--- src/rtl/uart_frame_crc.sv ---
// UART receive framing stage: LEN, payload, CRC_HI, CRC_LO.
// Forwards payload and checks each frame with bit-serial CRC-16/CCITT.
module uart_frame_crc #(
  parameter int MAX_LEN = 64,
  parameter int TIMEOUT = 65535
) (
  input  logic       clk,
  input  logic       rst,
  input  logic       in_valid,
  input  logic [7:0] in_data,
  output logic       in_ready,
  output logic       out_valid,
  output logic [7:0] out_data,
  input  logic       out_ready,
  output logic       frame_done,
  output logic       frame_ok,
  output logic       busy
);

  typedef enum logic [1:0] {
    IDLE,
    PAYLOAD,
    CRC_HI,
    CRC_LO
  } state_t;

  localparam logic [7:0]  MAXL = 8'(MAX_LEN);
  localparam logic [15:0] TLIM = 16'(TIMEOUT - 1);

  state_t      state;
  logic [15:0] r;
  logic [15:0] r_next;
  logic [7:0]  sh;
  logic [7:0]  cur;
  logic [7:0]  rem;
  logic [3:0]  scnt;
  logic [15:0] tcnt;
  logic        accept;
  logic        last;
  logic        stall;
  logic        tick;

  assign in_ready = ~rst & (scnt == 4'd0) & ~out_valid;
  assign accept   = in_valid & in_ready;
  assign last     = scnt == 4'd1;
  assign stall    = out_valid & ~out_ready;
  assign busy     = state != IDLE;

  // Idle cycles inside a frame; shifting and back-pressure are excluded.
  assign tick = (state != IDLE) & (scnt == 4'd0)
              & ~accept & ~stall;

  // One augmented CRC step on the MSB of the shift register.
  assign r_next = {r[14:0], sh[7]}
                ^ (r[15] ? 16'h1021 : 16'h0000);

  // Byte accept, bit-serial CRC, frame state and output buffer.
  always_ff @(posedge clk) begin
    if (rst) begin
      state      <= IDLE;
      r          <= 16'h0000;
      sh         <= 8'h00;
      cur        <= 8'h00;
      rem        <= 8'h00;
      scnt       <= 4'd0;
      tcnt       <= 16'h0000;
      out_valid  <= 1'b0;
      out_data   <= 8'h00;
      frame_done <= 1'b0;
      frame_ok   <= 1'b0;
    end else begin
      frame_done <= 1'b0;
      frame_ok   <= 1'b0;
      if (out_valid & out_ready) begin
        out_valid <= 1'b0;
      end
      if (accept) begin
        sh   <= in_data;
        cur  <= in_data;
        scnt <= 4'd8;
        tcnt <= 16'h0000;
        if (state == IDLE) begin
          r <= 16'h0000;
        end
        if (state == PAYLOAD) begin
          out_valid <= 1'b1;
          out_data  <= in_data;
          rem       <= rem - 8'd1;
        end
      end else if (scnt != 4'd0) begin
        sh   <= {sh[6:0], 1'b0};
        r    <= r_next;
        scnt <= scnt - 4'd1;
        if (last) begin
          unique case (state)
            IDLE: begin
              if (cur > MAXL) begin
                frame_done <= 1'b1;
              end else if (cur == 8'd0) begin
                state <= CRC_HI;
              end else begin
                rem   <= cur;
                state <= PAYLOAD;
              end
            end
            PAYLOAD: begin
              if (rem == 8'd0) begin
                state <= CRC_HI;
              end
            end
            CRC_HI: begin
              state <= CRC_LO;
            end
            CRC_LO: begin
              frame_done <= 1'b1;
              frame_ok   <= r_next == 16'h0000;
              state      <= IDLE;
            end
          endcase
        end
      end else if (tick) begin
        if (tcnt == TLIM) begin
          frame_done <= 1'b1;
          state      <= IDLE;
          tcnt       <= 16'h0000;
        end else begin
          tcnt <= tcnt + 16'd1;
        end
      end
    end
  end

endmodule

--- config.mk ---
export PLATFORM = sky130hd
export DESIGN_NAME = uart_frame_crc
export DESIGN_NICKNAME = d
export VERILOG_FILES = /design/src/rtl/uart_frame_crc.sv
export SDC_FILE = /design/constraint.sdc
export NUM_CORES = 1
export LEC_CHECK = 0
export ABC_AREA = 1
export CAP_MARGIN = 20
export CORE_ASPECT_RATIO = 0.7
export CORE_MARGIN = 2
export CORE_UTILIZATION = 60
export CTS_BUF_LIST = sky130_fd_sc_hd__clkbuf_16
export CTS_CLUSTER_SIZE = 10
export DETAILED_ROUTE_END_ITERATION = 10
export PLACE_DENSITY = 0.84
export SETUP_SLACK_MARGIN = 0.2
export SLEW_MARGIN = 0
export SYNTH_ARGS = -nofsm -noshare
export SYNTH_HDL_FRONTEND = slang
export SYNTH_SLANG_ARGS = --single-unit
--- constraint.sdc ---
create_clock -name clk -period 3.05 [get_ports clk]
set_clock_uncertainty 0.2 [all_clocks]
set_input_delay 0.61 -clock clk [delete_from_list [all_inputs] [get_ports clk]]
set_output_delay 0.61 -clock clk [all_outputs]
set_load 0.005 [all_outputs]
Yosys cells after proc, flatten, opt, wreduce, memory -nomap -nowiden
Cells that the tools add are included.
{"block": "word_totals", "in_bits": 12, "out_inout_bits": 13, "reg_bits": 73}
{"block": "op_classes", "n_addsub": 3, "order_cmp": 1, "eq_ne": 12, "n_reduce_logical": 19, "n_mux": 33, "bitwise_logic": 17}
{"cell": "2-to-1 mux 8 bit", "count": 9}
{"cell": "2-to-1 mux 16 bit", "count": 4}
{"cell": "adder 16 x 1 -> 16 bit (second input constant)", "count": 1}
{"cell": "== test 16 bit (second input constant)", "count": 1}
{"cell": "zero test 16 bit", "count": 1}
{"cell": "zero test 8 bit", "count": 2}
{"cell": "XOR 16 x 13 -> 16 bit", "count": 1}
{"cell": "2-to-1 mux 2 bit", "count": 7}
{"cell": "2-to-1 mux 13 bit", "count": 1}
{"cell": "AND reduction 6 bit", "count": 2}
{"cell": "nonzero test 2 bit", "count": 6}
{"cell": "AND 1 bit", "count": 8}
{"cell": "greater-than comparator 8 x 7 -> 1 bit (second input constant)", "count": 1}
{"cell": "2-to-1 mux 1 bit", "count": 8}
{"cell": "2-to-1 mux 4 bit", "count": 2}
{"cell": "inverter 1 bit", "count": 8}
{"cell": "one-hot mux 2 bit (4 select lines)", "count": 1}
{"cell": "subtractor 8 x 1 -> 8 bit (second input constant)", "count": 1}
{"cell": "inequality test 2 bit (second input constant)", "count": 3}
{"cell": "AND reduction 2 bit", "count": 3}
{"cell": "OR reduction 5 bit", "count": 1}
{"cell": "== test 2 bit (second input constant)", "count": 2}
{"cell": "== test 4 x 1 -> 1 bit (second input constant)", "count": 1}
{"cell": "zero test 4 bit", "count": 1}
{"cell": "other kinds (9)", "count": 10}

Depth between registers and ports, before layout
Gate-level depths: netlist (run 1).
{"block": "depth", "depth_word": 9, "mapped_depth": 12, "ltp_nobuf": 12}

Worst setup path before layout (run 1)
OpenSTA, ideal clock, no wires.
{"block": "synth_timing", "path_kind": "register to output", "startpoint": "reg scnt[0]", "endpoint": "out in_ready", "path_stages_with_launch": 7, "slack_ns": 0.911, "path_buffers": 2, "arrival_ns": 1.329, "required_ns": 2.240, "path_cell_list": "dfxtp_1 > inv_1 > ha_1 > nand2_4 > buf_2 > clkbuf_1 > nor3_1"}
{"block": "synth_between", "elab_chain_len": 3}
{"item": "start, declared", "line": "36", "text": "logic [3:0] scnt;"}
{"item": "start signal, assigned", "line": "93", "text": "scnt <= scnt - 4'd1;"}
{"item": "zero test 4 bit", "line": "43", "text": "assign in_ready = ~rst & (scnt == 4'd0) & ~out_valid;"}
{"item": "AND 1 bit (2 in series)", "line": "43"}
{"item": "end, declared", "line": "11", "text": "output logic in_ready,"}
Every way passes these cells.

Worst setup path in the final report (run 1)
Same ends and word-level chain as after synthesis.

==> results by stage, run 1 <==
Status:
- The flow ran to the end, and the final reports show no timing, DRC or antenna violations.

Min path:
- The kind of path behind the tightest hold check is flop to flop.

Timing:
- Setup repair after global routing left no endpoint under its margin.
- The number of hold-slack violations in the final timing report is 0.
- The transition time at the pin with the least slew margin is about 670 ps.
- The final hold slack is roughly 260 ps.
- The number of slew-limit violations in the final report is 0.
- The final cycle utilization of the critical path is 0.890.
- In the final timing run, aggregate negative setup slack is 0 ps.
- Setup violations remaining at the end of the flow were counted as 0.
- The smallest clock period supported by the final layout is computed as roughly 2700 ps.
- The maximum clock frequency is 0.368 GHz.
- The smallest setup slack after layout is 335 ps.
- The worst slew slack as a fraction of its limit is 0.556.

Critical path:
- The launching instance or port of the critical path is scnt[0].
- Counting buffers and inverters, the worst setup path is 5 cells deep.
- The worst-path cell with the longest stage delay is clkdlybuf4s50_1.
- The capture point of the worst reg-to-reg path is sh[2].
- The peak fanout along the critical path is 23.
- The startpoint type of the worst setup path is a flop.
- The kind of critical path is flop to output pin.
- At the worst endpoint, the arrival time is 1900 ps.
- The startpoint identified for the worst register-to-register timing path is scnt[0].
- The worst reg-to-reg path cell count is 11.
- The biggest cell delay along the critical path is about 520 ps.
- The setup slack on the worst flop-to-flop path is between 400 and 500 ps.
- The buffering stage count on the worst path with inverters included is 2.
- For the worst setup path, the data required time is around 2200 ps.
- Walking the worst path, the cells encountered are inv_1 > ha_2 > nand2_8 > nor3_1 > clkdlybuf4s50_1.
- The most critical setup path has its endpoint at in_ready.
- STA classifies the critical path endpoint as an output pin.
- On the critical path the largest part of the delay comes from buffers and inverters.

Power and ir drop:
- The sequential group share of total power is 0.350.
- The power per unit of standard cell area is just under 800 nW/um2.
- The share of power burned in combinational logic is 0.365.
- The maximum vdd drop is between 0.0004 and 0.0005 V.
- Summing internal, switching and leakage power gives 3.17 mW.
- The internal portion of the total power is between 1.5 and 2 mW.
- For this design the total switching power over the nets is roughly 1.2 mW.
- Of the total power, the share spent switching nets is 0.382.
- The part of the total power dissipated in the clock network is 0.285.
- The static leakage is 1.74 nW.

Floorplanning:
- The starting utilization of the core area is 0.620.
- The standard-cell row count is 23.
- The standard cell core area is 5700 um2.
- The vertical extent of the die is 68.2 um.
- The die footprint is approximately 6500 um2.
- The die is roughly 96 um wide.
- The count of boundary I/O pins is 25.

Synthesis:
- Of the total synthesized cell area, the portion taken by AND, OR, NAND and NOR gates is 0.322.
- The post-synthesis share of cell area spent on full adders, half adders and majority gates is 0.0390.
- The largest family of logic cells by synthesized area is simple AND/OR/NAND/NOR gates.
- The fraction of synthesized area in multiplexers is 0.
- Dividing the synthesized area by the synthesized cell count gives 6.95 um2.
- The area fraction in compound gates after synthesis came to 0.115.
- Synthesis instantiated 36 different standard cells from the library.
- The fraction of the yosys area taken by sequential cells is 0.414.
- The number of nets in the synthesized netlist is approximately 530.
- The xor-xnor portion of the synthesized cell area is 0.0223.
- The warning count from the yosys run is 0.
- The synthesized netlist cell count is roughly 500.
- After synthesis the netlist holds a flip-flop and latch count of 73.
- The total standard cell area after synthesis is 3530 um2.

Placement:
- The total of buffers placed on input and output ports is 24.
- Summing all placed instances gives a cell area of approximately 3800 um2.
- The pre-CTS setup slack is about 410 ps.
- Routability-driven placement finished with a final weighted congestion of ~0.87.
- The total half-perimeter wirelength after legalization and detailed placement is 5.61 mm.

Global routing:
- The number of antenna violations at the first check in global routing came to 0.
- The first global-routing pass estimated around 13 mm of wire.
- The total overflow left after global routing is 0.
- The via count of the first global-routing pass was a little under 3000.
- After global routing, the most crowded layer is met2.
- For met2 alone, demand over resource in global routing was 0.421.
- For met1 alone, demand over resource in global routing was 0.351.
- The met3 demand-to-capacity share in global routing is 0.0727.
- The largest net degree at the start of global routing is 39.
- The aggregate global-route resource usage is 0.263.

Cells and area:
- 0 antenna diodes ended up in the layout.
- The area growth from synthesis to layout is 15.6%.
- The fraction of final layout cells sized beyond drive strength 1 is 0.0688.
- The total number of nets in the final design is ~560.
- The finished cells cover ~4000 um2.

Drt:
- In the routed layout, each cell is associated on average with a via count of between 5 and 6.
- The routed via count is around 3200.
- The first-iteration detailed-routing DRC count is ~250.
- The count of nets left with antenna violations once routing finished came out at 0.
- The DRC violations left is 0.
- The total length of routed wires is a little under 8 mm.
- Dividing the detail-routed wire length by the instance count gives roughly 13 um.
- The first detailed-routing pass ran for 5 iterations.

CTS:
- The CTS tree is yes.
- The H-tree was split into 3 levels.
- In this run the deepest clock path goes through 2 buffers.
- After clock tree synthesis, the setup repair step added 0 buffers.
- The clock slew seen by the registers of the worst setup and hold paths is 50 ps.
- In this run, CTS created clock tree buffers numbering 9.
- The TritonCTS sink count is 73.
- The tree is rooted in a clkbuf_16.
- The clock reaches the later pin of the worst-skew pair after between 300 and 400 ps.
- After clock tree synthesis, the flow added hold-fix buffers numbering 0.
- The post-cts resize count is 0.

Run:
- The number of max-cap violations is 0.
## state kept, by name, indices dropped and copies added, names as in the netlist
signal / flops
out_valid: 1
frame_ok: 1
sh: 8
scnt: 4
tcnt: 16
cur: 8
state: 2
rem: 8
r: 16
out_data: 8
frame_done: 1
## power by group through the flow
stage	registers (mW)	logic (mW)	clock network [mW]
6_report	1.11	1.16	0.904
5_1_grt	1.12	1.30	0.955
4_1_cts	1.11	1.12	0.918
3_5_place_dp	1.13	1.10	0
3_3_place_gp	1.12	1.07	0
2_1_floorplan	1.11	0.868	0
## metal layers
layer  wire (um)  part of all wire
met5           0                 0
met4          83             0.010
met3         480             0.060
met2        3520              0.44
met1        3870              0.49
## layout make-up
type                    instances  area (um2)
clock inverters                 6        28.8
flip-flops and latches         73        1460
inverters                      60         225
fillers                       457        1610
well taps                      75        93.8
repair buffers                 29         278
clock buffers                   9         225
multi-input cells             361        1770
## worst min-delay path by stage
stage                            from     endpoint  slack (ps)  cells past startpoint
after detailed placement        sh[0]        sh[0]         250                      2
after global placement    out_data[7]  out_data[7]         250                      2
after global routing            sh[0]        sh[0]         270                      2
after floorplan               tcnt[5]      tcnt[5]         240                      2
after CTS                       sh[0]        sh[0]         260                      2
final                     out_data[3]  out_data[3]         260                      2
## layout by cell type, fill, tap and decap left out, drive strengths merged, types with 3 or more instances in the layout
cell type and count:
nor3 10, or2 5, o21ai 15, dfxtp 73, clkdlybuf4s50 24, o221ai 4, xnor2 6, ha 11
clkinv 5, nor2 68, a21oi 47, xor2 3, nand4 4, nor4 3, clkbuf 9, nand3 21
buf 5, inv 60, nand2 157
## Yosys cell counts
master,count,area [um2]
or2_2,5,31.3
nor2_2,1,6.26
buf_6,3,33.8
xnor2_1,6,52.6
buf_2,2,10.0
inv_2,4,15.0
a21oi_2,1,8.76
o221ai_1,4,35.0
nor2_8,1,20.0
nor4_1,3,18.8
inv_1,54,203
dfxtp_1,73,1460
a21o_1,1,7.51
nor2_4,1,11.3
nand4_1,4,25.0
xor2_1,3,26.3
o21ai_1,2,10.0
clkinv_1,2,7.51
nor2_1,65,244
nand2_2,1,6.26
a31oi_1,2,12.5
o21ai_2,1,8.76
a21oi_1,45,225
buf_4,2,15.0
clkbuf_1,7,26.3
o211ai_1,2,15.0
nand2_1,154,578
o21ai_0,12,60.1
nand2_4,2,22.5
and3_1,1,6.26
a211oi_1,1,7.51
nand3_4,1,17.5
nor3_1,10,50.1
nand3_1,20,100
ha_1,11,138
a21oi_4,1,16.3
## worst min-delay path: stages (launching register included)
cell and delay (ps):
dfxtp_1 300, nand2_1 60, a21oi_1 50
## kinds of logic (layout without fill, tap and decap cells)
group,count (synthesis),after routing
buffers and inverters,74,104
adder cells (fa/ha/maj),11,11
flip-flops,73,73
AO/OA/AOI/OAI,72,72
AND/OR/NAND/NOR,269,269
XOR/XNOR,9,9
## per-stage QoR
stage	util	std cells
floorplan	-	508
global placement	0.670	598
CTS	0.715	613
global route	0.717	613
detailed placement	0.670	598
finish	0.717	613
(Power assumes the default switching activity.)
==> run 2: changes to the inputs <==
- CORE_UTILIZATION: 60 -> 63
- PLACE_DENSITY: 0.84 -> 0.88
==> run 2 against run 1 <==
- global-route usage grew 2.4 points
- first-iteration DRC count grew 35%
- power grew 10%
- fmax grew 0.18%
- sequential power is essentially flat
- critical endpoint unchanged
- largest power group is now clock
- highest routed layer unchanged
==> results by stage, run 2 (synthesized netlist as in run 1, its figures left out) <==
Timing:
- The number of hold-slack violations in the final timing report is 0 (unchanged).
- The worst slew slack as a fraction of its limit is 0.557 (+0.000982).
- The transition time at the pin with the least slew margin was 665 ps (-1.47 ps).
- The time the final worst path needs with I/O delays and setup is 2710 ps (-4.97 ps).
- The maximum clock frequency is 0.369 GHz (+0.18%).
- Setup repair after global routing left no endpoint under its margin.
- The total negative setup slack came to 0 ps (unchanged).
- The final number of setup-violating endpoints is 0 (unchanged).
- The final cycle utilization of the critical path is 0.889 (-0.00163).
- The number of slew-limit violations in the final report was 0 (unchanged).

Drt:
- The routed via count is 3315 (+2.7%).
- The routed length per instance is 13.6 um (+4.8%).
- The post-detailed-route via-to-cell ratio was 5.43 (+3.2%).
- The detailed-routing iteration count for the pre-antenna-repair pass was 5 (unchanged).
- The remaining antenna violation count after routing was 0 (unchanged).
- The DRC violations left is 0 (unchanged).
- The first-iteration detailed-routing DRC count is 339 (+35%).
- The total length of routed wires came to 8.29 mm (+4.3%).

Placement:
- The total of buffers placed on input and output ports is 24 (unchanged).
- The final RePlAce weighted congestion is 0.879 (+1.5%).
- The total half-perimeter wirelength after legalization and detailed placement is 5.73 mm (+2.1%).

CTS:
- The worst-skew pair later-pin latency is 330 ps (about the same).
- The clock tree root buffer cell is clkbuf_16.
- TritonCTS built the clock tree.
- The clock slew seen by the registers of the worst setup and hold paths is 60 ps (about the same).
- The maximum clock path buffer count is 2 (unchanged).
- The number of clock buffers inserted by TritonCTS is 9 (unchanged).
- The number of buffers inserted by hold repair at cts is 0 (unchanged).
- The deepest level of the CTS H-tree is 3 (unchanged).
- The TritonCTS sink count is 73 (unchanged).

Critical path:
- The startpoint of the most critical register-to-register path is scnt[0].
- The required time at the endpoint of the critical path came to 2240 ps (about the same).
- The worst reg-to-reg path cell count is 11 (unchanged).
- STA classifies the critical path endpoint as an output pin.
- The endpoint identified for the worst register-to-register timing path is rem[5].
- The peak fanout along the critical path was 23 (unchanged).
- The startpoint type of the worst setup path is a flop.
- The kind of critical path is flop to output pin.
- The setup slack on the worst flop-to-flop path is 540 ps (+80 ps).
- The data arrival at the endpoint of the critical path came to 1900 ps (about the same).

Global routing:
- The aggregate global-route resource usage was 0.287 (+0.0239).
- The via count of the first global-routing pass was 3045 (+5.6%).
- The first-pass GRT wire length was 13.9 mm (+6.4%).
- The number of antenna violations at the first check in global routing came to 0 (unchanged).
- The global route total overflow is 0 (unchanged).
- The largest net degree at the start of global routing came to 39 (unchanged).

Power and ir drop:
- The part of the total power dissipated in the clock network is 0.345 (+0.060).
- The static leakage is 1.77 nW (+2.0%).
- The switching power of the nets was 1.27 mW (+4.4%).
- The share of power burned in combinational logic is 0.336 (-0.029).
- The maximum vdd drop is 0.000473 V (+6.7%).
- The sequential group share of total power is 0.319 (-0.031).
- The switching part of the total is 0.362 (-0.0203).
- The total internal power was 2.23 mW (+14%).
- The power per unit of standard cell area is 838 nW/um2 (+7.8%).

Floorplanning:
- The die footprint came to 6230 um2 (-4.5%).
- The vertical extent of the die came to 66.6 um (-2.3%).
- The standard-cell row count is 22 (-4.3%).
- The die extent in x is 93.5 um (-2.3%).
- The starting utilization of the core area was 0.665 (+0.0450).
- The count of boundary I/O pins is 25 (unchanged).
- The standard cell core area is 5310 um2 (-6.8%).

Cells and area:
- The total number of nets in the final design is 556 (-0.18%).
- The largest registers in the layout are r: 16 flops, tcnt: 16 flops.
- The layout-stage area growth over the synthesis result is 18.1%.
- The share of the core filled with cells in the final layout is 0.785 (+0.0687).
- Leaving out fill and tap cells, the most frequent cell in the layout is nand2_1.
- The top cell types in the final layout, fill and taps aside, are nand2_1, dfxtp_1, nor2_1.
- The fraction of final layout cells sized beyond drive strength 1 is 0.0725 (+0.00372).
- The count of inserted antenna diode cells is 0 (unchanged).

Run:
- The number of max-cap violations is 0 (unchanged).

Min path:
- The tightest min-delay check is of the flop to flop type.
- The worst hold path depth is 2 (unchanged).
- The hold-critical path endpoint is out_data[4].
- In this run the most critical hold path is launched from out_data[4].

Status:
- The run finished with clean final reports.
-- run 2: metrics by stage --
stage | setup slack [ps] | power [mW] | hold WS, ps | cell area [um2] | std cells
global placement | 480 | 2.19 | 251 | 3810 | 594
CTS | 244 | 3.43 | 277 | 4150 | 610
floorplan | 911 | 1.98 | 237 | 3530 | 508
global route | 234 | 3.66 | 296 | 4170 | 610
finish | 340 | 3.50 | 279 | 4170 | 610
detailed placement | 382 | 2.22 | 267 | 3810 | 594
-- run 2: area by class of cell --
| class | count | area, um2 |
|---|---|---|
| multi-input combinational | 361 | 1780 |
| timing repair buffer | 28 | 270 |
| tap | 72 | 90.1 |
| clock buffer | 9 | 225 |
| fill | 358 | 1140 |
| clock inverter | 7 | 119 |
| sequential | 73 | 1460 |
| inverter | 60 | 225 |
-- run 2: timing repair --
action | CTS | global route
gates resized for setup | 0 | 3
setup buffers | 0 | 0
endpoints found under the setup margin | 0 | 3
-- run 2: power groups by stage --
stage	registers (mW)	logic, mW	clock network, mW
after floorplan	1.11	0.868	0
after global placement	1.13	1.06	0
after detailed placement	1.13	1.09	0
after CTS	1.11	1.11	1.21
after global routing	1.13	1.29	1.24
final	1.12	1.17	1.21
-- run 2: worst max-delay path by stage --
stage	startpoint	end	slack, ps	cells past startpoint
floorplan	scnt[0]	in_ready	910	6
global placement	rst	rem[3]	480	9
detailed placement	rst	rem[5]	380	9
CTS	scnt[0]	in_ready	240	5
global route	scnt[0]	in_ready	230	5
finish	scnt[0]	in_ready	340	5
-- run 2: metal layers --
metal  up-vias  routed length [um]  share of wire  GRT usage
met5         -                   0              0          0
li1       1661                   -              -          -
met1      1517                3820           0.46      0.374
met4         0                  96          0.012     0.0790
met2       123                3700           0.45      0.463
met3        14                 676          0.082     0.0894
-- run 2: worst max-delay path: stages, from the launching register on --
cell,delay (ps)
dfxtp_1,350
inv_1,160
ha_4,210
nand2_8,130
nor3_1,190
clkdlybuf4s50_1,530
